**config.mk**
```make
export PLATFORM = sky130hd
export DESIGN_NAME = alu_issue_flat
export DESIGN_NICKNAME = d
export VERILOG_FILES = /design/src/rtl/alu_issue_if.sv /design/src/rtl/alu_issue.sv /design/src/flat_wrapper.sv
export SDC_FILE = /design/constraint.sdc
export NUM_CORES = 1
export LEC_CHECK = 0
export CAP_MARGIN = 20
export CORE_MARGIN = 8
export CORE_UTILIZATION = 60
export DETAILED_ROUTE_END_ITERATION = 12
export PLACE_DENSITY = 0.83
export SLEW_MARGIN = 40
export SYNTH_ARGS = -nofsm -noshare
export SYNTH_HDL_FRONTEND = slang
export SYNTH_SLANG_ARGS = --single-unit
```
**constraint.sdc**
```tcl
create_clock -name clk -period 19.7 [get_ports clk]
set_input_delay 2.955 -clock clk [delete_from_list [all_inputs] [get_ports clk]]
set_output_delay 2.955 -clock clk [all_outputs]
set_load 0.03 [all_outputs]
```
**src/rtl/alu_issue_if.sv**
```systemverilog
// Instruction handshake and ALU operand/result bus shared by the issue sequencer
// (master) and the environment that supplies instructions and the combinational ALU (slave).
interface alu_issue_if #(
   parameter int M_WIDTH = 8
);
   logic               instr_valid;
   logic               instr_ready;
   logic [31:0]        instr;
   logic [2:0]         alu_funct3;
   logic               alu_modifier;
   logic [M_WIDTH-1:0] alu_in1;
   logic [M_WIDTH-1:0] alu_in2;
   logic [M_WIDTH-1:0] alu_out;

   modport master (
      input  instr_valid, instr, alu_out,
      output instr_ready, alu_funct3, alu_modifier, alu_in1, alu_in2
   );

   modport slave (
      output instr_valid, instr, alu_out,
      input  instr_ready, alu_funct3, alu_modifier, alu_in1, alu_in2
   );
endinterface

```
**src/rtl/alu_issue.sv**
```systemverilog
// Execute-stage sequencer: accepts one RV32I OP/OP-IMM word, reads operands from the
// register file, drives the external ALU for one cycle and writes the result back.
module alu_issue #(
   parameter int M_WIDTH   = 8,
   parameter int REG_COUNT = 32
) (
   input  logic               clk,
   input  logic               rst,
   alu_issue_if.master        bus,
   output logic               wb_valid,
   output logic [4:0]         wb_rd,
   output logic [M_WIDTH-1:0] wb_data,
   output logic               illegal,
   input  logic [4:0]         dbg_addr,
   output logic [M_WIDTH-1:0] dbg_data
);

   localparam logic [6:0] OPC_OP    = 7'b0110011;
   localparam logic [6:0] OPC_OPIMM = 7'b0010011;

   typedef enum logic [1:0] {IDLE, READ, EXEC, WB} state_t;

   state_t             state;
   logic [31:0]        instr_q;
   logic [4:0]         rd_q;
   logic               bad_q;
   logic [M_WIDTH-1:0] rf [REG_COUNT];
   logic [M_WIDTH-1:0] rs1_val;
   logic [M_WIDTH-1:0] rs2_val;
   logic               unused_instr;

   assign bus.instr_ready = (state == IDLE);
   assign dbg_data        = (dbg_addr == 5'd0) ? '0 : rf[dbg_addr];
   assign unused_instr    = ^instr_q;

   // NOTE: every signal written in always_comb gets a value on every path, otherwise a latch is inferred.
   always_comb begin
      rs1_val = '0;
      rs2_val = '0;
      if (instr_q[19:15] != 5'd0) rs1_val = rf[instr_q[19:15]];
      if (instr_q[24:20] != 5'd0) rs2_val = rf[instr_q[24:20]];
   end

   // NOTE: sequential state uses non-blocking assignments so every register samples pre-edge values.
   always_ff @(posedge clk or posedge rst) begin
      if (rst) begin
         state            <= IDLE;
         instr_q          <= '0;
         rd_q             <= '0;
         bad_q            <= 1'b0;
         bus.alu_funct3   <= '0;
         bus.alu_modifier <= 1'b0;
         bus.alu_in1      <= '0;
         bus.alu_in2      <= '0;
         wb_valid         <= 1'b0;
         wb_rd            <= '0;
         wb_data          <= '0;
         illegal          <= 1'b0;
      end else begin
         wb_valid <= 1'b0;
         illegal  <= 1'b0;
         case (state)
            IDLE: begin
               if (bus.instr_valid) begin
                  instr_q <= bus.instr;
                  state   <= READ;
               end
            end
            READ: begin
               rd_q  <= instr_q[11:7];
               bad_q <= 1'b0;
               state <= EXEC;
               case (instr_q[6:0])
                  OPC_OP: begin
                     bus.alu_funct3   <= instr_q[14:12];
                     bus.alu_in1      <= rs1_val;
                     bus.alu_in2      <= rs2_val;
                     bus.alu_modifier <= instr_q[30];
                  end
                  OPC_OPIMM: begin
                     bus.alu_funct3   <= instr_q[14:12];
                     bus.alu_in1      <= rs1_val;
                     bus.alu_in2      <= instr_q[20 +: M_WIDTH];
                     // Only SRAI uses bit 30; there is no subtract-immediate.
                     bus.alu_modifier <= (instr_q[14:12] == 3'b101) ? instr_q[30] : 1'b0;
                  end
                  default: bad_q <= 1'b1;
               endcase
            end
            EXEC: begin
               state <= WB;
               wb_rd <= rd_q;
               if (bad_q) begin
                  illegal <= 1'b1;
               end else begin
                  wb_valid <= 1'b1;
                  wb_data  <= bus.alu_out;
               end
            end
            WB: state <= IDLE;
            default: state <= IDLE;
         endcase
      end
   end

   // NOTE: the register file is an architectural reset target, so every entry is cleared on reset.
   always_ff @(posedge clk or posedge rst) begin
      if (rst) begin
         for (int i = 0; i < REG_COUNT; i++) rf[i] <= '0;
      end else if (state == EXEC && !bad_q && rd_q != 5'd0) begin
         rf[rd_q] <= bus.alu_out;
      end
   end

endmodule

```
**src/flat_wrapper.sv**
```systemverilog
// flat-port wrapper written by rule: the top's interface ports become plain ports
module alu_issue_flat 
#(
   parameter int M_WIDTH   = 8,
   parameter int REG_COUNT = 32
)
  (clk, rst, wb_valid, wb_rd, wb_data, illegal, dbg_addr, dbg_data, bus_instr_valid, bus_instr, bus_alu_out, bus_instr_ready, bus_alu_funct3, bus_alu_modifier, bus_alu_in1, bus_alu_in2);
  alu_issue_if #(.M_WIDTH(M_WIDTH)) bus_i ();
  input  logic clk;
  input  logic rst;
  output logic wb_valid;
  output logic [4:0] wb_rd;
  output logic [M_WIDTH-1:0] wb_data;
  output logic illegal;
  input  logic [4:0] dbg_addr;
  output logic [M_WIDTH-1:0] dbg_data;
  input wire logic [$bits(bus_i.instr_valid)-1:0] bus_instr_valid;
  input wire logic [$bits(bus_i.instr)-1:0] bus_instr;
  input wire logic [$bits(bus_i.alu_out)-1:0] bus_alu_out;
  output wire logic [$bits(bus_i.instr_ready)-1:0] bus_instr_ready;
  output wire logic [$bits(bus_i.alu_funct3)-1:0] bus_alu_funct3;
  output wire logic [$bits(bus_i.alu_modifier)-1:0] bus_alu_modifier;
  output wire logic [$bits(bus_i.alu_in1)-1:0] bus_alu_in1;
  output wire logic [$bits(bus_i.alu_in2)-1:0] bus_alu_in2;
  assign bus_i.instr_valid = bus_instr_valid;
  assign bus_i.instr = bus_instr;
  assign bus_i.alu_out = bus_alu_out;
  assign bus_instr_ready = bus_i.instr_ready;
  assign bus_alu_funct3 = bus_i.alu_funct3;
  assign bus_alu_modifier = bus_i.alu_modifier;
  assign bus_alu_in1 = bus_i.alu_in1;
  assign bus_alu_in2 = bus_i.alu_in2;
  alu_issue #(.M_WIDTH(M_WIDTH), .REG_COUNT(REG_COUNT)) u_core (.clk(clk), .rst(rst), .bus(bus_i), .wb_valid(wb_valid), .wb_rd(wb_rd), .wb_data(wb_data), .illegal(illegal), .dbg_addr(dbg_addr), .dbg_data(dbg_data));
endmodule
```
==> flow_metrics.py <==
metrics = {
    "synthesis": {
        "netlist.area_leader.share_pct": 43.9,
        "synth_flop_cell": "dfrtp_1",
        "async_reset_ff_share_pct": 100,
        "ys_seq_area_share_pct": 43.9,
        "ys_ff_latch": 328,
        "ys.warnings.count": 0,
        "syn-num-nets": 1340,
        "synth.most_common_cell": "dfrtp_1",
        "ys_types": 59,
        "synth_area_sq_um": 18700,
        "synthCells": 1288,
        "synth_area_leader_cell": "dfrtp_1",
        "synth-edff-count": 0,
        "synth_area_leaders": "dfrtp_1, mux4_2, mux2_2, nand2_1, mux2i_1",
        "synth_commonest_cells": "dfrtp_1, mux2_2, mux4_2",
        "avgSynthCellArea_sq_um": 14.5,
    },
    "route": {
        "first_pass_iters": 7,
        "topRoutingLayerUsed": "met4",
        "drt_iter0_drc": 1504,
        "wl_met2_mm": 25.0,
        "wl_met3_mm": 6.77,
        "viasPerCell": 7.36,
        "vias": 12837,
        "drc": 0,
        "antenna_left": 0,
        "met1_length_mm": 19.1,
        "wl_per_cell_um": 31.1,
        "wl_mm": 54.3,
    },
    "floorplanning": {
        "rows": 64,
        "fp.coreArea_sq_um": 30700,
        "pin_count": 92,
        "fp.dieH_um": 192,
        "dieArea_sq_um": 37100,
        "die_width_um": 192,
        "initial_utilization_pct": 60.9,
    },
    "finish": {
        "finalNonFillerCells": 1743,
        "drive_above_1_share_pct": 45.6,
        "synthToLayoutAreaGrowth_pct": 12.5,
        "fillers": 2080,
        "utilization_pct": 68.5,
        "fin_nets": 1370,
        "num_antenna_cells": 0,
    },
    "sta": {
        "finalMaxSlewViolations": 0,
        "holdWs_ns": 0.399,
        "skew_ns": 0.0117,
        "hold_violations": 0,
        "period_share_pct": 46.8,
        "fmax_mhz": 108,
        "setup-violations-final": 0,
        "setup_ws_ns": 10.47,
        "rsz0062_at_grt": "no",
        "fin_setup_tns_ns": 0,
        "tightest_slew_ns": 0.936,
        "fin_crit_ns": 9.23,
        "slew_headroom_pct": 37.3,
    },
    "grt": {
        "track_usage_pct": 29.9,
        "grt_pass1_wl_mm": 82.8,
        "grt_start_max_net_pins": 123,
        "grt_pass1_vias": 13227,
        "antenna_found_initial": 0,
        "grt_overflow_total": 0,
    },
    "clocking": {
        "cts_resized": 0,
        "cts_tree": "built",
        "h-tree-depth": 2,
        "clkSinkCount": 328,
        "cts_buffers": 37,
        "clock_latency_ns": 0.53,
        "clk_pin_slew_ns": 0.06,
        "cts_root_buf": "clkbuf_16",
        "cts_hold_buf": 0,
        "cts_setup_buffers": 0,
        "clockBufferDepth": 3,
    },
    "setup_path": {
        "crit_fanout": 34,
        "r2r_end": "u_core.bus.alu_in2[3]",
        "rr_worst_depth": 4,
        "crit_buf_inv": 3,
        "critPathCaptureType": "output port",
        "slowest_delay_ns": 0.67,
        "crit_path_start": "dbg_addr[0]",
        "arrival_ns": 6.27,
        "cp.required_ns": 16.75,
        "startpoint_type": "primary input",
        "slowest_stage": "buf_4",
        "cp.depth": 7,
        "endpoint": "dbg_data[5]",
        "r2r_start": "u_core.instr_q[20]",
        "critPathKind": "primary input to output port",
        "path_cells": "buf_4 > buf_4 > mux4_2 > mux4_2 > nand2_1 > o21ai_1 > clkdlybuf4s50_1",
        "path_delay_family": "buffers and inverters",
        "reg2reg_setup_slack_ns": 16.42,
    },
    "placement": {
        "dp_hpwl_mm": 34.7,
        "dp_slack_ns": 10.47,
        "placed_cells": 1674,
        "io_buffers": 88,
        "place.gp.congestion": 0.936,
    },
    "pwr": {
        "p_per_area_nw_per_um2": 126,
        "leakagePower_nw": 8.77,
        "irDropWorstVdd_uv": 74.7,
    },
    "run_status": {
        "status": "finished clean",
    },
    "worst_hold_path": {
        "hp-class": "flip-flop to flip-flop",
        "min_delay_path_depth": 0,
    },
    "run": {
        "maxCapViolations": 0,
    },
}
==> through the flow <==
step           instance area [sq um]  power [mW]
4_1_cts                        21000        2.63
2_1_floorplan                  18700        1.60
3_3_place_gp                   19600        1.85
3_5_place_dp                   19600        1.88
5_1_grt                        21000        2.74
6_report                       21000        2.65
==> metal layers <==
| layer | up-vias | track usage (%) |
|---|---|---|
| met3 | 244 | 9.04 |
| met1 | 6602 | 38.1 |
| met5 | - | 0.412 |
| met4 | 0 | 16.7 |
| li1 | 5075 | - |
| met2 | 916 | 45.4 |
==> cells in the final DEF, fill, tap and decap left out, types with 4 or more instances in the layout <==
cell	Yosys	final
dfrtp_1	328	324
mux2_2	292	292
mux4_2	193	193
nand2_1	82	82
clkdlybuf4s50_1	0	81
clkbuf_16	0	39
mux2i_1	30	30
nor2_1	20	20
buf_4	10	20
a22oi_1	18	18
nand3_1	18	17
nor2_2	13	13
inv_1	14	13
a22o_1	12	12
nor3_1	11	11
nor2b_1	14	11
o21ai_1	10	10
a211oi_1	10	10
a31oi_1	10	10
clkbuf_8	0	10
and3_1	9	9
a21oi_1	9	9
o221ai_1	8	8
nand3b_1	7	7
clkinv_2	0	7
buf_2	30	6
bufinv_16	0	5
nor3b_1	4	4
nand2b_1	4	4
a2111oi_0	6	4
ha_1	4	4
clkbuf_1	64	4
==> worst reg2reg max path: stages (launching register included) <==
cell and delay, ns:
dfrtp_4 0.89, buf_4 0.77, mux4_2 0.63, a2111oi_0 0.66, o41ai_1 0.18
==> where the power goes <==
group          switching [mW]  leakage (nW)  internal, mW
Combinational           0.490          3.92         0.447
Clock                   0.282         0.666         0.466
Sequential              0.180          4.18         0.781
==> worst min-delay path by stage <==
stage / startpoint / end / slack, ns
final: u_core.rf[252] / u_core.rf[252] / 0.40
after global routing: u_core.rf[251] / u_core.rf[251] / 0.43
after CTS: u_core.rf[252] / u_core.rf[252] / 0.41
after detailed placement: u_core.rf[252] / u_core.rf[252] / 0.40
after global placement: u_core.rf[252] / u_core.rf[252] / 0.38
after floorplan: u_core.rf[252] / u_core.rf[252] / 0.44
==> cell type report <==
| type | count | area [sq um] | area share, % |
|---|---|---|---|
| Clock buffer | 53 | 1130 | 5.37 |
| Clock inverter | 15 | 213 | 1.01 |
| Inverter | 15 | 68.8 | 0.327 |
| Multi-Input combinational cell | 825 | 9840 | 46.8 |
| Sequential cell | 328 | 8220 | 39.1 |
| Tap cell | 396 | 495 | 2.36 |
| Timing Repair Buffer | 111 | 1050 | 5.01 |
==> flip-flops by register name, indices dropped and copies added, names as in the netlist <==
register,count
u_core.rf,256
u_core.instr_q,29
u_core.bus.alu_in1,8
u_core.bus.alu_in2,8
u_core.wb_data,8
u_core.rd_q,5
u_core.wb_rd,5
u_core.bus.alu_funct3,3
u_core.state,2
u_core.bad_q,1
u_core.bus.alu_modifier,1
u_core.illegal,1
u_core.wb_valid,1
==> logic make-up after synthesis <==
logic type	synth area share (%)
adders and majority gates	0.268
AOI/OAI and AO/OA	4.03
muxes	42.5
buffers and inverters	3.61
DFF	43.9
and+or+nand+nor	5.64
Note: power is estimated with default switching activity, not from simulation.
